<file path="src/rtl/rggen_rtl_pkg.sv">
// Shared register-bus types for the rggen bridge family.
//   rggen_access : request direction driven toward the register block
//   rggen_status : response status returned by the register block
//   is_error     : true for the two status codes reported as a bus error
package rggen_rtl_pkg;

   typedef enum logic {
      RGGEN_READ  = 1'b0,
      RGGEN_WRITE = 1'b1
   } rggen_access;

   typedef enum logic [1:0] {
      RGGEN_OKAY         = 2'b00,
      RGGEN_EXOKAY       = 2'b01,
      RGGEN_SLAVE_ERROR  = 2'b10,
      RGGEN_DECODE_ERROR = 2'b11
   } rggen_status;

   function automatic logic is_error(input rggen_status status);
      return (status == RGGEN_SLAVE_ERROR) || (status == RGGEN_DECODE_ERROR);
   endfunction

endpackage

</file>
<file path="src/rtl/rggen_apb_bridge.sv">
// APB slave to rggen register-bus bridge.
// An APB setup seen in IDLE is captured and presented as a register request;
// the register response is returned on the APB side for exactly one cycle.
// Ports:
//   clk, rst_n                 clock, asynchronous active-low reset
//   i_psel .. i_pstrb          APB request inputs (i_penable is not used for sequencing)
//   o_pready, o_prdata,
//   o_pslverr                  APB response, valid in the RESPONSE cycle only
//   o_request_*                register request, valid while o_request_valid=1
//   i_request_ready,
//   i_response_*               register handshake and response
module rggen_apb_bridge
   import rggen_rtl_pkg::*;
#(
   parameter int ADDRESS_WIDTH = 16,
   parameter int BUS_WIDTH     = 32
)(
   input  logic                     clk,
   input  logic                     rst_n,
   input  logic                     i_psel,
   input  logic                     i_penable,
   input  logic [ADDRESS_WIDTH-1:0] i_paddr,
   input  logic                     i_pwrite,
   input  logic [BUS_WIDTH-1:0]     i_pwdata,
   input  logic [BUS_WIDTH/8-1:0]   i_pstrb,
   output logic                     o_pready,
   output logic [BUS_WIDTH-1:0]     o_prdata,
   output logic                     o_pslverr,
   output logic                     o_request_valid,
   output rggen_access              o_request_access,
   output logic [ADDRESS_WIDTH-1:0] o_request_address,
   output logic [BUS_WIDTH-1:0]     o_request_write_data,
   output logic [BUS_WIDTH-1:0]     o_request_mask,
   input  logic                     i_request_ready,
   input  rggen_status              i_response_status,
   input  logic [BUS_WIDTH-1:0]     i_response_read_data
);

   localparam int unsigned STRB_WIDTH = BUS_WIDTH / 8;
   localparam int unsigned ADDR_LSB   = $clog2(STRB_WIDTH);

   typedef enum logic [1:0] {
      IDLE     = 2'd0,
      REQUEST  = 2'd1,
      RESPONSE = 2'd2
   } state_e;

   state_e                   state_q;
   state_e                   state_d;
   logic                     setup;
   logic                     complete;
   logic [BUS_WIDTH-1:0]     strb_mask;
   logic [ADDRESS_WIDTH-1:0] aligned_addr;
   logic                     unused_inputs;

   // Sequencing relies on psel alone; penable and the sub-word address bits carry no information here.
   assign unused_inputs = ^{i_penable, i_paddr[ADDR_LSB-1:0]};

   assign setup        = (state_q == IDLE) && i_psel;
   assign complete     = (state_q == REQUEST) && i_request_ready;
   assign aligned_addr = {i_paddr[ADDRESS_WIDTH-1:ADDR_LSB], ADDR_LSB'(0)};

   // Expand each byte strobe over its byte lane.
   always_comb begin
      strb_mask = '0;
      for (int unsigned i = 0; i < STRB_WIDTH; i++) begin
         strb_mask[8*i +: 8] = {8{i_pstrb[i]}};
      end
   end

   // State register.
   always_ff @(posedge clk or negedge rst_n) begin
      if (!rst_n) begin
         state_q <= IDLE;
      end else begin
         state_q <= state_d;
      end
   end

   // Next-state logic; psel dropping during REQUEST does not abort the request.
   always_comb begin
      state_d = state_q;
      case (state_q)
         IDLE:     if (i_psel)          state_d = REQUEST;
         REQUEST:  if (i_request_ready) state_d = RESPONSE;
         RESPONSE:                      state_d = IDLE;
         default:                       state_d = IDLE;
      endcase
   end

   // Request side: fields captured at setup and held until the next setup.
   always_ff @(posedge clk or negedge rst_n) begin
      if (!rst_n) begin
         o_request_valid      <= 1'b0;
         o_request_access     <= RGGEN_READ;
         o_request_address    <= '0;
         o_request_write_data <= '0;
         o_request_mask       <= '0;
      end else if (setup) begin
         o_request_valid      <= 1'b1;
         o_request_access     <= i_pwrite ? RGGEN_WRITE : RGGEN_READ;
         o_request_address    <= aligned_addr;
         o_request_write_data <= i_pwrite ? i_pwdata : '0;
         o_request_mask       <= i_pwrite ? strb_mask : '1;
      end else if (complete) begin
         o_request_valid      <= 1'b0;
      end
   end

   // APB response: loaded on the ready cycle, cleared one cycle later.
   always_ff @(posedge clk or negedge rst_n) begin
      if (!rst_n) begin
         o_pready  <= 1'b0;
         o_pslverr <= 1'b0;
         o_prdata  <= '0;
      end else begin
         o_pready  <= complete;
         o_pslverr <= complete && is_error(i_response_status);
         o_prdata  <= (complete && (o_request_access == RGGEN_READ) && !is_error(i_response_status))
                      ? i_response_read_data : '0;
      end
   end

endmodule

</file>
<file path="config.mk">
export PLATFORM = sky130hd
export DESIGN_NAME = rggen_apb_bridge
export DESIGN_NICKNAME = d
export VERILOG_FILES = /design/src/rtl/rggen_rtl_pkg.sv /design/src/rtl/rggen_apb_bridge.sv
export SDC_FILE = /design/constraint.sdc
export NUM_CORES = 1
export LEC_CHECK = 0
export CAP_MARGIN = 20
export CORE_MARGIN = 1
export CORE_UTILIZATION = 40
export CTS_CLUSTER_DIAMETER = 80
export DETAILED_ROUTE_END_ITERATION = 10
export GPL_TIMING_DRIVEN = 0
export PLACE_DENSITY = 0.9
export SLEW_MARGIN = 20
export SYNTH_ARGS = -nofsm -noshare
export SYNTH_HDL_FRONTEND = slang
export SYNTH_SLANG_ARGS = --single-unit
</file>
<file path="constraint.sdc">
create_clock -name clk -period 2.49 [get_ports clk]
set_clock_uncertainty 0.2 [all_clocks]
set_input_delay 0.747 -clock clk [delete_from_list [all_inputs] [get_ports clk]]
set_output_delay 0.747 -clock clk [all_outputs]
set_load 0.03 [all_outputs]
</file>
=== Word level (Yosys, flattened, before mapping) ===
Cells that the tools add are included.

* Register bits after elaboration: 116
* Output and inout bits: 116
* Logic and storage cells: 34
* Input port bits: 92

* Bitwise logic cells: 1
* Equal/unequal tests: 5
* Reductions and logical operators: 10
* Multiplexer cells: 9

{| class="wikitable"
|+ Operators by type and width
! cell !! count
|-
| $mux W32 || 3
|-
| $logic_and A1 B1 Y1 || 5
|-
| $eq A2 B2 Y1 const B || 2
|-
| $mux W2 || 2
|-
| $ne A2 B2 Y1 const B || 2
|-
| $pmux W2 S2 || 1
|-
| $mux W1 || 3
|-
| $eq A2 B1 Y1 const B || 1
|-
| $logic_not A2 Y1 || 1
|-
| $reduce_and A2 Y1 || 1
|-
| $reduce_bool A2 Y1 || 1
|-
| $logic_not A1 Y1 || 1
|-
| $logic_or A1 B1 Y1 || 1
|-
| $not A1 Y1 || 1
|}

=== Logic depth before layout (Yosys ltp) ===
Gate-level depths: netlist of run 1.

* Depth in word-level cells: 5
* Mapped depth: 6

=== Worst setup path after synthesis of run 1 ===
No wires, ideal clock.

* Path type: input port to flip-flop
* Start: input i_psel
* End: register o_request_address[10]
* Setup slack: 516 ps
* Library setup time: 125 ps
* Stages on the path: 4
* Data arrival time: 1649 ps
* Buffers on the path: 2
* Path through: or3b_1 -> buf_6 -> buf_8 -> mux2_4

* Longest elaborated chain between the ends: 1

{| class="wikitable"
|+ Ends and longest elaborated chain
! item !! line !! RTL
|-
| from (decl) || rggen_apb_bridge.sv:20 || <nowiki>input logic i_psel,</nowiki>
|-
| $logic_and A1 B1 Y1 || rggen_apb_bridge.sv:59 || <nowiki>assign setup = (state_q == IDLE) && i_psel;</nowiki>
|-
| to (signal assigned) || rggen_apb_bridge.sv:102 || <nowiki>o_request_address <= aligned_addr;</nowiki>
|-
| to (decl) || rggen_apb_bridge.sv:31 || <nowiki>output logic [ADDRESS_WIDTH-1:0] o_request_address,</nowiki>
|}

No other way between the ends.
A chain may end at the register's enable or synchronous reset.

==> out/metrics.cfg, run 1 <==
[drt]
drt-initial-drc-count = 58
avgViaCountPerCell = 4.638
drcViolationCount = 0
drtPass1Iterations = 4
ant_nets = 0
vias = 2908
wl_per_cell_um = 14.67
finalWirelength_um = 9200

[run_status]
status = finished clean

[logic_synthesis]
synth_xor_area_share_pct = 0
synth_compound_area_share_pct = 5.722
synth_fa_ha_area_share_pct = 0
yosysWarnings = 0
synth_area_mm2 = 0.003498
yosys.area_share.simple_pct = 14.77
ys_ff_latch = 88
syn_area_per_cell_um2 = 11.51
seq_area_frac_synth_pct = 62.95
synthCells = 304
synthDistinctLibCells = 18
synthMuxAreaShare_pct = 6.438
synth_top_family_by_area = simple AND/OR/NAND/NOR gates

[setup_path]
crit_path_max_fanout = 9
path_buf_inv = 1
cp_data_arrival_time_ns = 1.49
cpPeakStageDelay_ns = 0.70
critical_path_required_ns = 1.54
crit_path_top_delay_cell = clkdlybuf4s50_1
cp_cell_sequence = clkdlybuf4s50_1
startpoint_type = register
cp_top_family = buffers and inverters
worstSetupPathType = register to output pin
cp-end-kind = output pin

[layout]
mostFrequentLayoutCell = clkdlybuf4s50_1
layout_common_cells = clkdlybuf4s50_1 (168), dfrtp_1 (85), nand2_1 (69)
fill_cells = 623
diodes = 0
drive_above_1_share_pct = 13.79
syn_to_final_growth_pct = 66.56
fin_area_mm2 = 0.005827
finish.net_count = 609

[placement]
pre_cts_ws_ns = -0.2948
gp_congestion = 0.7013
port-buffer-count = 200
place_area_mm2 = 0.005653
post-dp-hpwl_um = 7058

[hold_path]
min_path_type = input port to async pin

[clocking]
path_clk_slew_ns = 0.09
clkLatencyLatePin_ns = 0.34
numCtsBuffers = 9
clk_path_buf_depth = 2
clkSinkCount = 88
hold_buffers = 0
h-tree-depth = 3
cts_root_buf = clkbuf_8
cts_setup_buffers = 0
cts_tree = yes

[floorplanning]
die_area_mm2 = 0.009124
ios = 208
core_area_mm2 = 0.008341
num_rows = 33
die_height_um = 95.52
start_util_pct = 41.94
chipWidth_um = 95.52

[global_route]
overflow = 0
antenna_found_initial = 0
groute.usage.overall_pct = 19.92
grt_max_degree = 46
grt_pass1_vias = 2872
grt_pass1_wl_um = 13660

[power_and_ir_drop]
peakVddDrop_uv = 454.4
leakagePower_uw = 0.002723
power.density_mw_per_mm2 = 1182

[timing]
rsz0062_at_grt = false
setup_violations = 0
max_freq_mhz = 411.1
tightestPinTransition_ns = 0.5660
finalCritPeriodShare_pct = 97.68
setup_ws_ns = 0.05779
post-route-min-period_ns = 2.432
final_max_slew_viol_count = 0
relSlewSlack_pct = 62.27
final_hold_viol_count = 0

[run]
cap_violations = 0

cells in the mapped netlist:
cell      number  area (µm²)
dfrtp_1       88        2202
nand2_1       69       259.0
and2_1        33       206.5
buf_4         31       232.7
o21ai_1       30       150.1
mux2_4        15       225.2
clkbuf_1      11       41.29
o21ai_0        9       45.04
nor2b_1        4       25.02
buf_6          3       33.78
nor2_1         3       11.26
inv_1          2       7.510
a21oi_1        1       5.000
buf_12         1       20.02
buf_8          1       15.01
conb_1         1       3.750
nor4_1         1       6.260
or3b_1         1       8.760
stage by stage:
step	hold slack [ns]	utilization (%)	TNS, ns	power [µW]	cells
after global placement	0.2637	67.57	-224.50	6030	610
after floorplan	0.2514	-	0	4446	305
after global routing	0.2214	69.86	0	7237	627
after CTS	0.1916	69.73	0	6960	627
final	0.1829	69.86	0	6885	627
after detailed placement	0.2783	67.78	-10.01	6138	611
layout make-up:
class / instances / area (µm²) / area share, %
Timing Repair Buffer: 201 / 1988 / 34.12
Buffer: 47 / 342.8 / 5.884
Clock buffer: 10 / 127.6 / 2.190
Inverter: 2 / 7.507 / 0.1288
Sequential cell: 88 / 2206 / 37.86
Multi-Input combinational cell: 168 / 955.9 / 16.41
Clock inverter: 6 / 67.56 / 1.160
Tap cell: 105 / 131.4 / 2.255
cells by family (layout without fill, tap and decap cells):
| family | Yosys count | in the layout |
|---|---|---|
| buf+inv | 49 | 266 |
| simple gates | 111 | 111 |
| compound gates | 40 | 40 |
| other cells | 1 | 2 |
| flops | 88 | 88 |
| mux | 15 | 15 |
routing by layer:
| layer | up-vias | share of wire [%] | routed length (µm) | global-route usage, % |
|---|---|---|---|---|
| li1 | 1359 | - | - | - |
| met1 | 1387 | 36 | 3306 | 20.92 |
| met3 | 11 | 12 | 1089 | 7.576 |
| met2 | 151 | 51 | 4685 | 36.31 |
| met4 | 0 | 1.3 | 119 | 6.716 |
| met5 | - | 0 | 0 | 0 |
power breakdown:
part	internal [µW]	switching [µW]	total, µW
clock	470	510	980
combinational	1670	2070	3750
sequential	1860	298	2160
final timing paths:
path                                     startpoint                       end  slack, ns  cells past startpoint
max                               o_request_mask[7]         o_request_mask[0]       0.06                      1
min                                           rst_n   o_request_write_data[6]       0.18                      1
max reg2reg                              state_q[1]   o_request_write_data[8]       0.69                      6
min reg2reg                o_request_write_data[18]  o_request_write_data[18]       0.30                      2
max in group asynchronous                     rst_n        o_request_mask[23]       1.25                      2
min in group clk           o_request_write_data[18]  o_request_write_data[18]       0.30                      2
flip-flops by register name, summed over array words and instances (netlist names):
register              cells
o_prdata                 32
o_pready                  1
o_pslverr                 1
o_request_access          1
o_request_address        14
o_request_mask            4
o_request_valid           1
o_request_write_data     32
state_q                   2
timing repair:
action                                  in CTS  in global routing
endpoints found under the setup margin      32                 32
gates cloned                                 0                  0
resized for setup                           32                  3
Note: power is estimated with default switching activity, not from simulation.
==> inputs of run 2 (changes only) <==
--- a/config.mk
+++ b/config.mk
@@ -6,12 +6,14 @@
 export NUM_CORES = 1
 export LEC_CHECK = 0
 export CAP_MARGIN = 20
+export CELL_PAD_IN_SITES_DETAIL_PLACEMENT = 1
+export CELL_PAD_IN_SITES_GLOBAL_PLACEMENT = 1
 export CORE_MARGIN = 1
-export CORE_UTILIZATION = 40
+export CORE_UTILIZATION = 29
 export CTS_CLUSTER_DIAMETER = 80
 export DETAILED_ROUTE_END_ITERATION = 10
 export GPL_TIMING_DRIVEN = 0
-export PLACE_DENSITY = 0.9
+export PLACE_DENSITY = 0.89
 export SLEW_MARGIN = 20
 export SYNTH_ARGS = -nofsm -noshare
 export SYNTH_HDL_FRONTEND = slang
==> run 2 against run 1 <==
  * The run now ends with design-rule violations left
  * Cell count increased by 6.1%
  * First-iteration DRC count increased by 38%
  * Clock-buffer cell count unchanged
  * Hold slack got worse by 0.0063 ns
==> out/metrics.cfg, run 2 (synthesis results as in run 1) <==
[clocking]
cts_resized = 33  ; +3.1%
clkLatencyLatePin_ns = 0.33  ; about the same
clkSinkCount = 88  ; unchanged
cts_setup_buffers = 0  ; unchanged
path_clk_slew_ns = 0.06  ; -0.03 ns
cts_tree = yes
numCtsBuffers = 9  ; unchanged
clk_path_buf_depth = 2  ; unchanged
hold_buffers = 0  ; unchanged
cts_root_buf = clkbuf_16
h-tree-depth = 3  ; unchanged

[layout]
drive_above_1_share_pct = 13.98  ; +0.19 points
mostFrequentLayoutCell = clkdlybuf4s50_1
largestRegisters = o_prdata x32, o_request_write_data x32, o_request_address x14
syn_to_final_growth_pct = 71.14
finish.net_count = 609  ; unchanged
fill_cells = 1260  ; +100%
layout_common_cells = clkdlybuf4s50_1 (168), dfrtp_1 (86), nand2_1 (69)
postLayoutCoreUtil_pct = 51.77  ; -18 points
diodes = 0  ; unchanged

[global_route]
grt_max_degree = 54  ; +17%
grt_pass1_wl_um = 16970  ; +24%
groute.usage.overall_pct = 17.51  ; -2.4 points
grt_pass1_vias = 3318  ; +16%
antenna_found_initial = 0  ; unchanged
overflow = 0  ; unchanged

[power_and_ir_drop]
switching_share_pct = 40.59  ; -1.2 points
clkPwrFrac_pct = 18.6  ; +4.4 points
seq_power_share_pct = 29.8  ; -1.6 points
peakVddDrop_uv = 343.5  ; -24%
power.density_mw_per_mm2 = 1222  ; +3.4%
p_int_uw = 4345  ; +8.5%
leakagePower_uw = 0.002771  ; +1.7%
p_comb_share_pct = 51.6  ; -2.8 points
power_uw = 7314  ; +6.2%
p_switching_uw = 2969  ; +3.1%

[placement]
port-buffer-count = 200  ; unchanged
post-dp-hpwl_um = 8268  ; +17%
gp_congestion = 0.7778  ; +11%

[timing]
rsz0062_at_grt = false
post-route-min-period_ns = 2.439  ; +0.007173 ns
final_max_slew_viol_count = 0  ; unchanged
setup_violations = 0  ; unchanged
tightestPinTransition_ns = 0.6529  ; +0.08692 ns
whs_ns = 0.1767  ; -0.006255 ns
max_freq_mhz = 409.9  ; -0.29%
relSlewSlack_pct = 56.47  ; -5.8 points
final_hold_viol_count = 0  ; unchanged
fin_tns_setup_ns = 0  ; unchanged
finalCritPeriodShare_pct = 97.97  ; +0.29 points

[setup_path]
cp_top_family = buffers and inverters
critical_path_required_ns = 1.54  ; about the same
startpoint_type = register
cp.depth = 1  ; unchanged
cp-end-kind = output pin
crit_path_max_fanout = 9  ; unchanged
reg2regPathDepth = 4  ; -2
cpPeakStageDelay_ns = 0.72  ; +0.02 ns
worstSetupPathType = register to output pin
timing.rr.end = o_request_write_data[20]
cp_data_arrival_time_ns = 1.49  ; about the same
path_buf_inv = 1  ; unchanged
crit_path_top_delay_cell = clkdlybuf4s50_1
r2r-start = state_q[1]
r2r_slack_ns = 0.65  ; -0.04 ns
cp_cell_sequence = clkdlybuf4s50_1

[drt]
drt-initial-drc-count = 80  ; +38%
drtPass1Iterations = 7  ; +3
vias = 2942  ; +1.2%
ant_nets = 0  ; unchanged
avgViaCountPerCell = 4.424  ; -4.6%
wl_per_cell_um = 15.75  ; +7.4%
finalWirelength_um = 10480  ; +14%
drcViolationCount = 18  ; +18

[floorplanning]
num_rows = 39  ; +18%
ios = 208  ; unchanged
die_height_um = 111.8  ; +17%
die_area_mm2 = 0.01251  ; +37%
core_area_mm2 = 0.01156  ; +39%
chipWidth_um = 111.8  ; +17%
start_util_pct = 30.25  ; -12 points

[run_status]
violations = design-rule violations
status = finished, violations left

[run]
cap_violations = 0  ; unchanged

[hold_path]
min_path_type = input port to async pin

-- run 2: changes by cell type in the layout (fill, tap and decap cells not counted) --
cell            previous run  this run
buf_12                     2         1
clkinv_4                   0         1
inv_6                      2         1
clkbuf_1                  12        11
dfrtp_2                    3         2
buf_16                     0         1
buf_4                     32        33
clkbuf_16                  0         9
dlymetal6s2s_1             2         1
dfrtp_1                   85        86
clkbuf_8                   9         1
-- run 2: power by group through the flow --
stage	clock network, µW	logic, µW	registers, µW
after floorplan	0	1450	3000
after global placement	0	3900	2170
after CTS	1410	3820	2190
final	1360	3770	2180
after global routing	1460	3980	2240
after detailed placement	0	3990	2210
-- run 2: area by class of cell --
| type | count | area (µm²) | area share, % |
|---|---|---|---|
| multi-input cells | 168 | 955.9 | 15.97 |
| inverters | 2 | 7.507 | 0.1254 |
| flip-flops and latches | 88 | 2205 | 36.82 |
| well taps | 143 | 178.9 | 2.989 |
| clock buffers | 10 | 239.0 | 3.992 |
| plain buffers | 47 | 342.8 | 5.726 |
| clock inverters | 6 | 67.56 | 1.129 |
| repair buffers | 201 | 1991 | 33.25 |
-- run 2: metrics by stage --
stage               cell area (µm²)  worst slack [ns]  instances
global route                   5987           0.01174        665
finish                         5987           0.05061        665
detailed placement             5708           -0.4835        649
floorplan                      3502            0.5158        305
CTS                            5984           0.03453        665
global placement               5683            -2.595        648
-- run 2: per-layer routing --
metal | vias to the layer above | share of wire (%) | global-route usage (%)
met4 | 0 | 2.2 | 7.027
li1 | 1354 | - | -
met5 | - | 0 | 0
met2 | 141 | 52 | 32.26
met1 | 1427 | 36 | 17.64
met3 | 20 | 10 | 6.696
-- run 2: worst max-delay path by stage --
| stage | from | to |
|---|---|---|
| CTS | o_request_mask[7] | o_request_mask[0] |
| global route | o_request_mask[7] | o_request_mask[0] |
| finish | o_request_mask[7] | o_request_mask[0] |
| detailed placement | i_request_ready | o_prdata[10] |
| global placement | rst_n | o_prdata[11] |
| floorplan | i_psel | o_request_address[10] |
